<file path="config.mk">
export PLATFORM = sky130hd
export DESIGN_NAME = distance_odometer
export DESIGN_NICKNAME = d
export VERILOG_FILES = /design/src/rtl/odo_pkg.sv /design/src/rtl/reed_debounce.sv /design/src/rtl/distance_odometer.sv
export SDC_FILE = /design/constraint.sdc
export NUM_CORES = 1
export LEC_CHECK = 0
export CELL_PAD_IN_SITES_DETAIL_PLACEMENT = 2
export CELL_PAD_IN_SITES_GLOBAL_PLACEMENT = 2
export CORE_MARGIN = 1.5
export CORE_UTILIZATION = 37
export DETAILED_ROUTE_END_ITERATION = 8
export PLACE_DENSITY_LB_ADDON = 0.1
export SLEW_MARGIN = 20
export SYNTH_ARGS = -nofsm -noshare
export SYNTH_HDL_FRONTEND = slang
export SYNTH_SLANG_ARGS = --single-unit
export TNS_END_PERCENT = 5
</file>
<file path="constraint.sdc">
create_clock -name clock -period 6.2 [get_ports clock]
set_clock_uncertainty 0.15 [all_clocks]
set_input_delay 1.24 -clock clock [delete_from_list [all_inputs] [get_ports clock]]
set_output_delay 1.24 -clock clock [all_outputs]
set_load 0.005 [all_outputs]
</file>
<file path="src/rtl/odo_pkg.sv">
// Shared types and default constants for the distance odometer.
package odo_pkg;

  localparam int CIRC_W_DEFAULT  = 8;
  localparam int UNIT_CM_DEFAULT = 10000;
  localparam int TRIP_W_DEFAULT  = 14;
  localparam int TOTAL_W_DEFAULT = 20;
  localparam int LOCKOUT_DEFAULT = 255;

  // Debounce FSM states.
  typedef enum logic [1:0] {
    ST_WAIT_HIGH = 2'd0,
    ST_LOCKOUT   = 2'd1,
    ST_WAIT_LOW  = 2'd2
  } deb_state_e;

endpackage

</file>
<file path="src/rtl/reed_debounce.sv">
// Reed-switch synchroniser and lockout debouncer: one rev pulse per
// accepted rising level, bounce inside the lockout window is ignored and
// a level held high never produces a second rev.
module reed_debounce
  import odo_pkg::*;
#(
  parameter int LOCKOUT = LOCKOUT_DEFAULT
) (
  input  logic clock,
  input  logic reset,
  input  logic reed,
  output logic rev
);

  localparam int LOCK_W = (LOCKOUT > 1) ? $clog2(LOCKOUT) : 1;
  localparam logic [LOCK_W-1:0] LOCK_LOAD = LOCK_W'(LOCKOUT - 1);

  logic              sync1;
  logic              rs;
  deb_state_e        state;
  deb_state_e        state_nxt;
  logic [LOCK_W-1:0] cnt;
  logic [LOCK_W-1:0] cnt_nxt;

  // Two-flop synchroniser for the raw asynchronous reed level.
  always_ff @(posedge clock or negedge reset) begin
    if (!reset) begin
      sync1 <= 1'b0;
      rs    <= 1'b0;
    end else begin
      sync1 <= reed;
      rs    <= sync1;
    end
  end

  // FSM state and lockout counter registers.
  always_ff @(posedge clock or negedge reset) begin
    if (!reset) begin
      state <= ST_WAIT_HIGH;
      cnt   <= '0;
    end else begin
      state <= state_nxt;
      cnt   <= cnt_nxt;
    end
  end

  // Next-state logic; rev is a Mealy output of WAIT_HIGH seeing rs high.
  always_comb begin
    state_nxt = state;
    cnt_nxt   = cnt;
    rev       = 1'b0;
    case (state)
      ST_WAIT_HIGH: begin
        if (rs) begin
          rev       = 1'b1;
          cnt_nxt   = LOCK_LOAD;
          state_nxt = ST_LOCKOUT;
        end
      end
      ST_LOCKOUT: begin
        if (cnt == '0) begin
          state_nxt = ST_WAIT_LOW;
        end else begin
          cnt_nxt = cnt - LOCK_W'(1);
        end
      end
      ST_WAIT_LOW: begin
        if (!rs) begin
          state_nxt = ST_WAIT_HIGH;
        end
      end
      default: begin
        state_nxt = ST_WAIT_HIGH;
      end
    endcase
  end

endmodule

</file>
<file path="src/rtl/distance_odometer.sv">
// Bicycle-style odometer: accumulates wheel circumference per revolution,
// emits a unit tick each time a full distance unit is completed and keeps
// trip and lifetime counters with saturate-or-wrap behaviour.
module distance_odometer
  import odo_pkg::*;
#(
  parameter int CIRC_W  = CIRC_W_DEFAULT,
  parameter int UNIT    = UNIT_CM_DEFAULT,
  parameter int TRIP_W  = TRIP_W_DEFAULT,
  parameter int TOTAL_W = TOTAL_W_DEFAULT,
  parameter int LOCKOUT = LOCKOUT_DEFAULT,
  parameter int WRAP    = 0
) (
  input  logic               clock,
  input  logic               reset,
  input  logic               reed,
  input  logic [CIRC_W-1:0]  circ,
  input  logic               trip_clr,
  output logic [TRIP_W-1:0]  trip_dist,
  output logic [TOTAL_W-1:0] total_dist,
  output logic               unit_tick,
  output logic               overflow
);

  // acc < UNIT and circ < 2^CIRC_W, so acc+circ always fits in ACC_W bits.
  localparam int ACC_W = $clog2(UNIT + (1 << CIRC_W));
  localparam logic [ACC_W-1:0] UNIT_V = ACC_W'(UNIT);

  logic               rev;
  logic [ACC_W-1:0]   acc;
  logic [ACC_W-1:0]   acc_nxt;
  logic [ACC_W-1:0]   sum;
  logic               unit_evt;
  logic [TRIP_W-1:0]  trip_nxt;
  logic [TOTAL_W-1:0] total_nxt;
  logic               ovf_nxt;

  reed_debounce #(
    .LOCKOUT (LOCKOUT)
  ) u_deb (
    .clock (clock),
    .reset (reset),
    .reed  (reed),
    .rev   (rev)
  );

  assign sum       = acc + ACC_W'(circ);
  assign unit_evt  = rev && (sum >= UNIT_V);
  assign unit_tick = unit_evt;

  // Accumulator and counter next values; trip clear overrides a unit event.
  always_comb begin
    acc_nxt   = acc;
    trip_nxt  = trip_dist;
    total_nxt = total_dist;
    ovf_nxt   = overflow;
    if (rev) begin
      acc_nxt = unit_evt ? (sum - UNIT_V) : sum;
    end
    if (unit_evt) begin
      if (&total_dist) begin
        total_nxt = (WRAP != 0) ? '0 : total_dist;
        ovf_nxt   = 1'b1;
      end else begin
        total_nxt = total_dist + TOTAL_W'(1);
      end
      if (!trip_clr) begin
        if (&trip_dist) begin
          trip_nxt = (WRAP != 0) ? '0 : trip_dist;
          ovf_nxt  = 1'b1;
        end else begin
          trip_nxt = trip_dist + TRIP_W'(1);
        end
      end
    end
    if (trip_clr) begin
      trip_nxt = '0;
    end
  end

  // Accumulator, counters and sticky overflow registers.
  always_ff @(posedge clock or negedge reset) begin
    if (!reset) begin
      acc        <= '0;
      trip_dist  <= '0;
      total_dist <= '0;
      overflow   <= 1'b0;
    end else begin
      acc        <= acc_nxt;
      trip_dist  <= trip_nxt;
      total_dist <= total_nxt;
      overflow   <= ovf_nxt;
    end
  end

endmodule
</file>
After elaboration in Yosys (flattened, before gate mapping)

Index checks and enable logic that the tools add are counted.

Shift-type cells: 0
Div/mod/pow operators: 0
Bitwise gates (word level): 1
$add $sub $neg: 5
Order comparisons: 1
Reduce and logical (&&, ||, !) cells: 11
Eq/ne operators: 7
$mul: 0
Muxes and demuxes: 16

Operator list:

| operator                 | number |
|---|---|
| $mux W14                 | 4 |
| $add A20 B1 Y20 const B  | 1 |
| $reduce_and A20 Y1       | 1 |
| $mux W8                  | 2 |
| $pmux W8 S2              | 1 |
| $add A14 B1 Y14 const B  | 1 |
| $add A14 B8 Y14          | 1 |
| $ge A14 B14 Y1 const B   | 1 |
| $reduce_and A14 Y1       | 1 |
| $sub A14 B14 Y14 const B | 1 |
| $logic_not A8 Y1         | 1 |
| $sub A8 B1 Y8 const B    | 1 |
| $mux W2                  | 3 |
| $ne A2 B2 Y1 const B     | 3 |
| $pmux W2 S3              | 1 |
| $reduce_and A3 Y1        | 2 |
| $mux W1                  | 5 |
| $ne A2 B1 Y1 const B     | 2 |
| $reduce_and A2 Y1        | 2 |
| $reduce_bool A2 Y1       | 2 |
| $eq A2 B1 Y1 const B     | 1 |
| $eq A2 B2 Y1 const B     | 1 |
| $logic_not A2 Y1         | 1 |
| $logic_and A1 B1 Y1      | 1 |
| $not A1 Y1               | 1 |

Register bits after elaboration: 61
Output and inout port bits: 36
Input port bits: 12
Bits in latches: 0
Bits in writable memories: 0
ROM bits: 0
Memories: 0

Depth between registers and ports, before layout

Gate-level depths: netlist (run 1).

Word-level depth: 5
Depth in mapped cells: 13
Depth with buffers taken out: 13

By module

Synthesis (run 1) repeated with hierarchy kept, for this count alone.

Cell total of the unflattened synthesis: 377
Area, all modules: 3714.8 µm²

By module, submodules not included:

| module            | cells an instance | sequential area each (µm²) | times used | area each (µm²) |
|---|---|---|---|---|
| distance_odometer | 313               | 1226.2                     | 1          | 3067.9 |
| reed_debounce     | 64                | 300.3                      | 1          | 646.9 |

Least setup slack after synthesis (run 1)

No wires, ideal clock.

Path kind: input-to-output
Start: in circ[0]
End: out unit_tick
Stages: 9
Setup slack: 1.359 ns
Arrival: 3.451 ns
Path buffers: 0
Cells stage by stage: ha_1 fa_1 a211oi_1 o21ai_0 xnor2_1 o311ai_1 o21a_1 o211ai_2 inv_2

Word-level cells in the longest chain between the ends: 3

RTL lines:

| item                | line                    | RTL |
|---|---|---|
| start: declaration  | distance_odometer.sv:17 | `input logic [CIRC_W-1:0] circ,` |
| $add A14 B8 Y14     | distance_odometer.sv:47 | `assign sum = acc + ACC_W'(circ);` |
| $ge A14 B14 Y1      | distance_odometer.sv:48 | `assign unit_evt = rev && (sum >= UNIT_V);` |
| $logic_and A1 B1 Y1 | distance_odometer.sv:48 |  |
| end: declaration    | distance_odometer.sv:21 | `output logic unit_tick,` |

No other way between the ends.

Worst setup path in the final report (run 1)

Same ends and word-level chain as after synthesis.

==> Flow_metrics.wiki, run 1 <==
{| class="wikitable"
! Metric !! Value
|-
| Count of TritonRoute iterations in the first routing pass || 4
|-
| Most frequent cells in the layout || sky130_fd_sc_hd__dfrtp_1, sky130_fd_sc_hd__clkdlybuf4s50_1, sky130_fd_sc_hd__nand2_1
|-
| Wire length of the first global-routing pass || 18,700 µm
|-
| Effective utilization at floorplan || 38.0%
|-
| Most common library cell in the layout ignoring fill and taps || sky130_fd_sc_hd__dfrtp_1
|-
| Buffers from clock root to sink, at most || 2
|-
| Post-CTS Setup Inserts || 0
|-
| Power per cell area || 348 nW/µm²
|-
| Outcome || finished, final reports clean
|-
| Filler-free cell count of the finished design || 582
|-
| Width of the die || 103 µm
|-
| Number of buffers created by CTS || 9
|-
| Final-stage net count || 471
|-
| Worst endpoint required time || 4810 ps
|-
| Top-Level Pins || 48
|-
| Final-layout fill cell count || 1,088
|-
| Initial antenna violation count || 0
|-
| Area of the core region || 9730 µm²
|-
| Post-layout minimum cycle time || 5860 ps
|-
| Portion of the post-synthesis area used by sequential elements || 41.3%
|-
| Finish-stage setup viols || 0
|-
| Chain of cells forming the critical path || clkdlybuf4s50_1 -> ha_1 -> fa_1 -> a211oi_1 -> o21ai_0 -> a211oi_1 -> a2111oi_4 -> o21a_1 -> o211ai_2 -> inv_2 -> clkdlybuf4s50_1
|-
| Number of distinct library cells after synthesis || 60
|-
| Final-layout setup total negative slack || 0 ps
|-
| Critical Path Max Stage Delay || 540 ps
|-
| Share of the clock period used by the worst path || 94.5%
|-
| Startpoint kind of the worst setup timing path || input port
|-
| Most used flip-flop cell after synthesis || sky130_fd_sc_hd__dfrtp_1
|-
| Via Count || 3,329
|-
| Leakage power total || 0.00187 µW
|-
| Area of all sequential standard cells || 1530 µm²
|-
| Placed Cells incl. Taps || 566
|-
| Tot Pwr || 1590 µW
|-
| RSZ-0062 raised after global routing || false
|-
| Gate count after technology mapping || 390
|-
| Top-area cell type share of the netlist area || 41.3%
|-
| Area used by multi-input combinational logic || 2090 µm²
|-
| Share of flip-flops with an asynchronous set or reset || 100%
|-
| Via/cell ratio || 5.72
|-
| Buffers on Ports || 47
|-
| Count of flip-flops with a built-in enable after synthesis || 0
|-
| Weighted congestion reported at the end of routability-driven placement || 0.830
|-
| Clock Sink Count || 61
|-
| Layout area overhead || 23.6%
|-
| Maximum number of pins on one net before global-route repair || 62
|-
| Clock latency on the worst-skew pair || 350 ps
|-
| Root buffer selected by CTS || sky130_fd_sc_hd__clkbuf_8
|-
| Number of synthesized register bits || 61
|-
| Post-Route WL || 11,400 µm
|-
| Die span in y || 103 µm
|-
| Number of synthesis warnings || 0
|-
| Fraction of layout instances using a drive strength above 1 || 8.24%
|-
| Number of pins exceeding their max-slew limit in the final report || 0
|-
| Worst hold path class || reg -> reg
|-
| Critical path arrival || 4470 ps
|-
| Synthesized area per cell || 9.49 µm²
|-
| Post-cts repair resize count || 0
|-
| Htree depth || 3
|-
| Starting DRT DRC Count || 88
|-
| Cell row count || 36
|-
| # DRC || 0
|-
| TritonCTS clock tree || done
|-
| Via count of the first global-routing pass || 3,642
|-
| Number of max-capacitance violations reported || 0
|-
| Library cell occupying the most area in the post-synthesis netlist || sky130_fd_sc_hd__dfrtp_1
|-
| Maximum fanout count along the critical path || 5
|-
| Gr ovfl total || 0
|-
| Detailed-placement wirelength estimate || 7970 µm
|-
| Element type at the critical path end || output pin
|-
| Largest cells by area after synthesis || sky130_fd_sc_hd__dfrtp_1, sky130_fd_sc_hd__xnor2_1, sky130_fd_sc_hd__ha_1, sky130_fd_sc_hd__nand2_1, sky130_fd_sc_hd__a21oi_1
|-
| Slew Limit Headroom || 44.4%
|-
| Cell area after technology mapping || 3700 µm²
|-
| Minimum hold slack || 221 ps
|-
| Antenna-violating nets left || 0
|-
| Total global routing track utilization || 23.3%
|-
| Path type of the worst setup path || in -> out
|-
| Max IR drop VDD || 0.000126 V
|-
| Slew of the pin with the lowest slew margin || 834 ps
|-
| Clock input transition at the sequential cells of the worst setup and hold paths || 70 ps
|-
| CTS hold repair buffers || 0
|-
| Highest clock frequency the design can meet || 0.171 GHz
|-
| N_diodes || 0
|-
| Overall die area || 10,600 µm²
|-
| Synthesized Nets || 417
|-
| Final Hold Vio Count || 0
|-
| Slowest-stage cell, CP || sky130_fd_sc_hd__a211oi_1
|-
| Detailed-route wire length per cell || 19.6 µm
|}
==> flip-flops by register name, indices dropped and copies added (netlist names) <==
name / flops
u_deb.rs: 1
total_dist: 20
acc: 14
u_deb.state: 2
u_deb.sync1: 1
trip_dist: 14
overflow: 1
u_deb.cnt: 8
==> path summary, 6_finish.rpt <==
kind,from,to,slack (ps),depth (start not counted)
max reg2reg,acc[0],acc[9],2330,11
min,u_deb.sync1,u_deb.rs,220,0
min in group asynchronous,reset,total_dist[11],910,2
max in group asynchronous,reset,acc[8],4420,2
min reg2reg,u_deb.sync1,u_deb.rs,220,0
max,circ[0],unit_tick,340,11
==> routing by layer <==
| metal | track usage [%] | up-vias | wire, µm |
|---|---|---|---|
| met5 | 0 | - | 0 |
| met3 | 4.41 | 14 | 373 |
| met4 | 8.84 | 0 | 178 |
| met2 | 40.6 | 54 | 5740 |
| met1 | 28.5 | 1685 | 5140 |
| li1 | - | 1576 | - |
==> worst max-delay path: cells and delay by family <==
kind / cells / cell delay (ps)
adders and majority gates: 2 / 670
buffers and inverters: 3 / 940
AOI/OAI and AO/OA: 6 / 1630
==> where the power goes <==
part	switching [µW]	leakage, µW	total, µW	internal, µW
registers	54.9	0.000778	510	455
clock network	167	0.000110	416	249
logic	413	0.000980	663	250
==> cell usage after synthesis, types with 6 or more instances <==
master and n:
sky130_fd_sc_hd__o21ai_0 23, sky130_fd_sc_hd__nand4_1 15, sky130_fd_sc_hd__xnor2_1 24, sky130_fd_sc_hd__dfrtp_1 61, sky130_fd_sc_hd__or3_1 6, sky130_fd_sc_hd__nor2_1 23, sky130_fd_sc_hd__nand2_1 37, sky130_fd_sc_hd__clkbuf_1 8
sky130_fd_sc_hd__ha_1 14, sky130_fd_sc_hd__a21oi_1 26, sky130_fd_sc_hd__xor2_1 9, sky130_fd_sc_hd__inv_1 7, sky130_fd_sc_hd__nand3_1 20, sky130_fd_sc_hd__o41ai_1 6, sky130_fd_sc_hd__a21o_1 7, sky130_fd_sc_hd__nor3_1 9
==> area by class of cell <==
cell class | count | area share (%)
Clock buffer | 13 | 3.48
Clock inverter | 3 | 1.48
Inverter | 8 | 0.657
Multi-Input combinational cell | 308 | 45.7
Sequential cell | 61 | 33.4
Tap cell | 133 | 3.64
Timing Repair Buffer | 56 | 11.7
==> cells by family after synthesis <==
kind of cell | after synthesis | share of synthesized area, %
adders and majority gates | 15 | 5.28
DFF | 61 | 41.3
muxes | 5 | 1.45
AOI/OAI and AO/OA | 101 | 19.3
buffers and inverters | 21 | 2.27
xor gates and xnor gates | 33 | 7.81
and+or+nand+nor | 154 | 22.6
==> per-stage QoR <==
| step | setup slack (ps) | area [µm²] | utilization (%) |
|---|---|---|---|
| 3_5_place_dp | 331 | 4350 | 44.7 |
| 5_1_grt | 116 | 4570 | 47.0 |
| 4_1_cts | 310 | 4570 | 47.0 |
| 6_report | 343 | 4570 | 47.0 |
| 3_3_place_gp | 394 | 4350 | 44.7 |
| 2_1_floorplan | 1360 | 3700 | - |
Power figures use the tool's default switching activity.
==> run 2, diff against run 1 <==
--- a/config.mk
+++ b/config.mk
@@ -10,8 +10,8 @@
 export CORE_MARGIN = 1.5
 export CORE_UTILIZATION = 37
 export DETAILED_ROUTE_END_ITERATION = 8
-export PLACE_DENSITY_LB_ADDON = 0.1
-export SLEW_MARGIN = 20
+export PLACE_DENSITY = 0.94
+export SLEW_MARGIN = 5
 export SYNTH_ARGS = -nofsm -noshare
 export SYNTH_HDL_FRONTEND = slang
 export SYNTH_SLANG_ARGS = --single-unit
==> run 2 against run 1 <==
- sequential power up 2%
- non-clock buffer count fell by 3
- routed wire length rose by 21%
- cell count fell by 0.52%
==> Flow_metrics.wiki, run 2 (same netlist as run 1, synthesis figures left out) <==
{| class="wikitable"
! Metric !! Value
|-
| Outcome || finished, final reports clean
|-
| Via/cell ratio || 6.02
|-
| Element type at the critical path end || output pin
|-
| Critical path arrival || 4670 ps
|-
| Clock Sink Count || 61
|-
| Maximum number of pins on one net before global-route repair || 62
|-
| Width of the die || 103 µm
|-
| Gr ovfl total || 0
|-
| Top-Level Pins || 48
|-
| Filler-free cell count of the finished design || 579
|-
| Slew Limit Headroom || 24.8%
|-
| Layout area overhead || 23.1%
|-
| Buffers on Ports || 47
|-
| Detailed-placement wirelength estimate || 8490 µm
|-
| Starting DRT DRC Count || 165
|-
| Worst hold path class || reg -> reg
|-
| Count of TritonRoute iterations in the first routing pass || 4
|-
| Worst endpoint required time || 4810 ps
|-
| Clock latency on the worst-skew pair || 350 ps
|-
| Final core area utilization || 46.8%
|-
| Register share of total power || 31.4%
|-
| Worst R2R End || acc[9]
|-
| Worst r2r src || acc[0]
|-
| P_sw || 714 µW
|-
| Weighted congestion reported at the end of routability-driven placement || 0.856
|-
| N_diodes || 0
|-
| Maximum fanout count along the critical path || 8
|-
| Fraction of layout instances using a drive strength above 1 || 8.52%
|-
| TritonCTS clock tree || done
|-
| Startpoint kind of the worst setup timing path || input port
|-
| Share of power burned in combinational logic || 43.0%
|-
| Post-CTS Setup Inserts || 0
|-
| Placed Cells incl. Taps || 562
|-
| Highest clock frequency the design can meet || 0.165 GHz
|-
| Path type of the worst setup path || in -> out
|-
| Max reg flops || 20
|-
| # DRC || 0
|-
| Post-Route WL || 13,800 µm
|-
| Setup crit end || unit_tick
|-
| Antenna-violating nets left || 0
|-
| Max IR drop VDD || 0.000174 V
|-
| Area of the core region || 9730 µm²
|-
| Root buffer selected by CTS || sky130_fd_sc_hd__clkbuf_8
|-
| Internal power consumption || 942 µW
|-
| Most frequent cells in the layout || sky130_fd_sc_hd__dfrtp_1, sky130_fd_sc_hd__clkdlybuf4s50_1, sky130_fd_sc_hd__nand2_1
|-
| Biggest register || total_dist
|-
| Number of max-capacitance violations reported || 0
|-
| Htree depth || 3
|-
| Pre-CTS setup slack || 209 ps
|-
| Effective utilization at floorplan || 38.0%
|-
| R2R Setup Slk || 2140 ps
|-
| Crit path launch || circ[0]
|-
| Die span in y || 103 µm
|-
| Overall die area || 10,600 µm²
|-
| Via Count || 3,486
|-
| Power per cell area || 363 nW/µm²
|-
| Slew of the pin with the lowest slew margin || 1120 ps
|-
| Initial antenna violation count || 0
|-
| Post-layout minimum cycle time || 6060 ps
|-
| Finish-stage setup viols || 0
|-
| Buffers from clock root to sink, at most || 2
|-
| Share of the clock period used by the worst path || 97.7%
|-
| Net Sw Frac || 43.1%
|-
| Wire length of the first global-routing pass || 22,100 µm
|-
| Detailed-route wire length per cell || 23.8 µm
|-
| Tot Pwr || 1660 µW
|-
| Final Hold Vio Count || 0
|-
| Via count of the first global-routing pass || 3,945
|-
| Registers with the highest flip-flop counts || total_dist: 20 flops, acc: 14 flops, trip_dist: 14 flops
|-
| Final-layout setup total negative slack || 0 ps
|-
| Clock input transition at the sequential cells of the worst setup and hold paths || 70 ps
|-
| Depth of the worst register-to-register path || 11
|-
| Leakage power total || 0.00186 µW
|-
| Cell row count || 36
|-
| Number of pins exceeding their max-slew limit in the final report || 0
|-
| Part of the total power dissipated in the clock network || 25.6%
|-
| RSZ-0062 raised after global routing || false
|-
| Final-stage net count || 468
|-
| Total global routing track utilization || 27.6%
|-
| Number of buffers created by CTS || 9
|-
| Slack of the critical path || 145 ps
|-
| Final-layout fill cell count || 1,064
|-
| Most common library cell in the layout ignoring fill and taps || sky130_fd_sc_hd__dfrtp_1
|}
run 2: cell count changes in the layout (fill, tap and decap cells not counted), sizes merged:
cell / change
clkbuf: -2
buf: -4
clkinv: +3
run 2: timing repair:
action	CTS	global route
setup endpoints to repair	0	1
hold buffers	0	0
resized for setup	0	2
run 2: worst max-delay path: stages:
cell                              delay [ps]
sky130_fd_sc_hd__clkdlybuf4s50_1         400
sky130_fd_sc_hd__ha_1                    250
sky130_fd_sc_hd__fa_1                    450
sky130_fd_sc_hd__a211oi_2                330
sky130_fd_sc_hd__o211a_1                 250
sky130_fd_sc_hd__nor2_1                  150
sky130_fd_sc_hd__a2111oi_4               470
sky130_fd_sc_hd__o21a_1                  260
sky130_fd_sc_hd__o211ai_2                120
sky130_fd_sc_hd__inv_2                   190
sky130_fd_sc_hd__clkdlybuf4s50_1         540
run 2: final cells by class:
type / instances / area [µm²] / share of cell area (%)
Inverter: 8 / 30.0 / 0.659
Sequential cell: 61 / 1530 / 33.5
Clock inverter: 6 / 86.3 / 1.90
Timing Repair Buffer: 53 / 508 / 11.2
Multi-Input combinational cell: 308 / 2100 / 46.1
Clock buffer: 10 / 138 / 3.02
Tap cell: 133 / 166 / 3.65
run 2: metrics by stage:
step | hold WS (ps) | instance area, µm²
floorplan | 181 | 3700
global placement | 185 | 4320
CTS | 213 | 4540
global route | 236 | 4560
finish | 218 | 4560
detailed placement | 196 | 4320
run 2: routing by layer:
metal | vias up | track usage, % | part of all wire [%]
met4 | 0 | 13.5 | 3.9
met5 | - | 0 | 0
li1 | 1561 | - | -
met3 | 40 | 4.14 | 2.4
met2 | 80 | 45.8 | 50
met1 | 1805 | 35.2 | 44
run 2: power by group through the flow:
stage               logic [µW]  registers, µW  clock network [µW]
floorplan                  477            500                   0
global placement           607            513                   0
detailed placement         658            520                   0
CTS                        696            519                 427
global route               772            526                 444
finish                     712            520                 424
run 2: worst min-delay path by stage:
stage	slack, ps	cells past startpoint	startpoint	to
2_1_floorplan	180	0	u_deb.sync1	u_deb.rs
3_3_place_gp	190	0	u_deb.sync1	u_deb.rs
3_5_place_dp	200	0	u_deb.sync1	u_deb.rs
4_1_cts	210	0	u_deb.sync1	u_deb.rs
5_1_grt	240	0	u_deb.sync1	u_deb.rs
6_report	220	0	u_deb.sync1	u_deb.rs
==> run 3, diff against run 2 <==
--- a/config.mk
+++ b/config.mk
@@ -11,6 +11,7 @@
 export CORE_UTILIZATION = 37
 export DETAILED_ROUTE_END_ITERATION = 8
 export PLACE_DENSITY = 0.94
+export RECOVER_POWER = 50
 export SLEW_MARGIN = 5
 export SYNTH_ARGS = -nofsm -noshare
 export SYNTH_HDL_FRONTEND = slang
==> run 3 against run 2 <==
- the flow now finishes with violations (max-capacitance violations, max-slew violations)
- maximum frequency hardly changed
- die area stayed put
- count of clock-buffer cells in the layout stayed put
- routed wire length is 0.29% higher
- setup slack worse by 0.75 ps
- flip-flop and latch count stayed put
- design area is 0.14% lower
- non-clock buffer count stayed put
- register-to-register slack hardly changed
- critical path type unchanged
- critical endpoint unchanged
- largest cell class unchanged
- highest routed layer unchanged
==> Flow_metrics.wiki, run 3 (same netlist as run 1, synthesis figures left out) <==
{| class="wikitable"
! Metric !! Value
|-
| Worst r2r src || acc[0]
|-
| Post-CTS Setup Inserts || 0
|-
| Startpoint kind of the worst setup timing path || input port
|-
| Slowest-stage cell, CP || sky130_fd_sc_hd__clkdlybuf4s50_1
|-
| RSZ-0062 raised after global routing || false
|-
| Fraction of layout instances using a drive strength above 1 || 8.07%
|-
| Area used by multi-input combinational logic || 2100 µm²
|-
| Maximum number of pins on one net before global-route repair || 62
|-
| Via Count || 3,499
|-
| Area of all sequential standard cells || 1530 µm²
|-
| Detailed-placement wirelength estimate || 8490 µm
|-
| # DRC || 0
|-
| Initial antenna violation count || 0
|-
| Leakage power total || 0.00185 µW
|-
| Post-cts repair resize count || 0
|-
| Crit path launch || circ[0]
|-
| Number of pins exceeding their max-slew limit in the final report || 62
|-
| Final Hold Vio Count || 0
|-
| Via count of the first global-routing pass || 3,945
|-
| Die span in y || 103 µm
|-
| TritonCTS clock tree || done
|-
| Post-Route WL || 13,800 µm
|-
| Detailed-route wire length per cell || 23.9 µm
|-
| Clock input transition at the sequential cells of the worst setup and hold paths || 70 ps
|-
| Post-layout minimum cycle time || 6060 ps
|-
| Htree depth || 3
|-
| Via/cell ratio || 6.04
|-
| Kind of cell with the highest combined delay on the critical path || compound AO/OA/AOI/OAI gates
|-
| Antenna-violating nets left || 0
|-
| Finish-stage setup viols || 0
|-
| Max reg flops || 20
|-
| Most common library cell in the layout ignoring fill and taps || sky130_fd_sc_hd__dfrtp_1
|-
| Biggest register || total_dist
|-
| Most numerous cell on the critical path || sky130_fd_sc_hd__clkdlybuf4s50_1
|-
| Clock latency on the worst-skew pair || 360 ps
|-
| Buffers from clock root to sink, at most || 2
|-
| Worst endpoint required time || 4810 ps
|-
| Registers with the highest flip-flop counts || total_dist: 20 flops, acc: 14 flops, trip_dist: 14 flops
|-
| Path type of the worst setup path || in -> out
|-
| Max IR drop VDD || 0.000161 V
|-
| Final-stage net count || 468
|-
| Tot Pwr || 1650 µW
|-
| Element type at the critical path end || output pin
|-
| Final-layout setup total negative slack || 0 ps
|-
| Total global routing track utilization || 27.6%
|-
| Number of buffer and inverter stages on the critical path || 3
|-
| Width of the die || 103 µm
|-
| Buffers on Ports || 47
|-
| Power per cell area || 364 nW/µm²
|-
| Highest clock frequency the design can meet || 0.165 GHz
|-
| Number of buffers created by CTS || 9
|-
| Layout area overhead || 23.0%
|-
| Starting DRT DRC Count || 155
|-
| Slew Limit Headroom || -128%
|-
| Slew of the pin with the lowest slew margin || 3410 ps
|-
| Share of the clock period used by the worst path || 97.7%
|-
| Gr ovfl total || 0
|-
| Critical path arrival || 4670 ps
|-
| Area of the core region || 9730 µm²
|-
| Wire length of the first global-routing pass || 22,100 µm
|-
| Clock Sink Count || 61
|-
| Top-Level Pins || 48
|-
| Final core area utilization || 46.8%
|-
| Overall die area || 10,600 µm²
|-
| Critical Path Max Stage Delay || 540 ps
|-
| Outcome || finished with violations
|-
| Worst hold path class || reg -> reg
|-
| Maximum fanout count along the critical path || 8
|-
| Root buffer selected by CTS || sky130_fd_sc_hd__clkbuf_8
|-
| CTS hold repair buffers || 0
|-
| Final-layout fill cell count || 1,062
|-
| Number of max-capacitance violations reported || 1
|-
| N_diodes || 0
|-
| Hold_sp || u_deb.sync1
|-
| Violations in the final reports || max-capacitance violations, max-slew violations
|-
| Chain of cells forming the critical path || clkdlybuf4s50_1 -> ha_1 -> fa_1 -> a211oi_2 -> o211a_1 -> nor2_1 -> a2111oi_4 -> o21a_1 -> o211ai_2 -> inv_2 -> clkdlybuf4s50_1
|-
| Most frequent cells in the layout || sky130_fd_sc_hd__dfrtp_1, sky130_fd_sc_hd__clkdlybuf4s50_1, sky130_fd_sc_hd__nand2_1
|-
| Count of TritonRoute iterations in the first routing pass || 6
|-
| Cell row count || 36
|-
| Weighted congestion reported at the end of routability-driven placement || 0.856
|-
| Effective utilization at floorplan || 38.0%
|}
==> run 3: cell types whose count changed in the layout (fill, tap and decap cells not counted), sizes merged <==
cell and delta:
buf -1, clkbuf +1, clkdlybuf4s50 -4, dlygate4sd3 +4
==> run 3: worst register-to-register path: stages, from the launching register on <==
cell and delay [ps]:
sky130_fd_sc_hd__dfrtp_1 390, sky130_fd_sc_hd__ha_1 240, sky130_fd_sc_hd__fa_1 450, sky130_fd_sc_hd__a211oi_2 330, sky130_fd_sc_hd__o21ai_0 220, sky130_fd_sc_hd__xnor2_1 450, sky130_fd_sc_hd__o311ai_1 220, sky130_fd_sc_hd__buf_4 200
sky130_fd_sc_hd__o21ai_2 350, sky130_fd_sc_hd__a21oi_1 230, sky130_fd_sc_hd__o211a_1 190, sky130_fd_sc_hd__or4b_1 530
==> run 3: final timing paths <==
kind | end | slack [ps] | cells after the start
max | unit_tick | 140 | 11
min | u_deb.rs | 220 | 0
max reg2reg | acc[9] | 2130 | 11
min reg2reg | u_deb.rs | 220 | 0
max in group asynchronous | u_deb.sync1 | 1990 | 2
min in group asynchronous | trip_dist[4] | 1960 | 2
==> run 3: power by group <==
group	switching [µW]	internal [µW]
Clock	188	237
Sequential	64.3	455
Combinational	463	249
==> run 3: cell type report <==
cell class                      count  area share, %
Clock buffer                       10           3.03
Clock inverter                      6           1.90
Inverter                            8          0.660
Multi-Input combinational cell    308           46.1
Sequential cell                    61           33.6
Tap cell                          133           3.66
Timing Repair Buffer               53           11.1
==> run 3: layer usage <==
metal	up-vias	wire length [µm]	GRT usage, %
met3	42	360	4.14
met4	0	536	13.5
met5	-	0	0
met2	88	6900	45.8
met1	1808	6030	35.2
li1	1561	-	-
==> run 3: through the flow <==
stage / setup WS (ps) / area (µm²) / hold slack (ps) / std cells
finish: 144 / 4550 / 218 / 579
global route: 9.01 / 4550 / 236 / 579
CTS: 112 / 4540 / 213 / 578
detailed placement: 209 / 4320 / 196 / 562
global placement: 352 / 4320 / 185 / 562
floorplan: 1360 / 3700 / 181 / 390
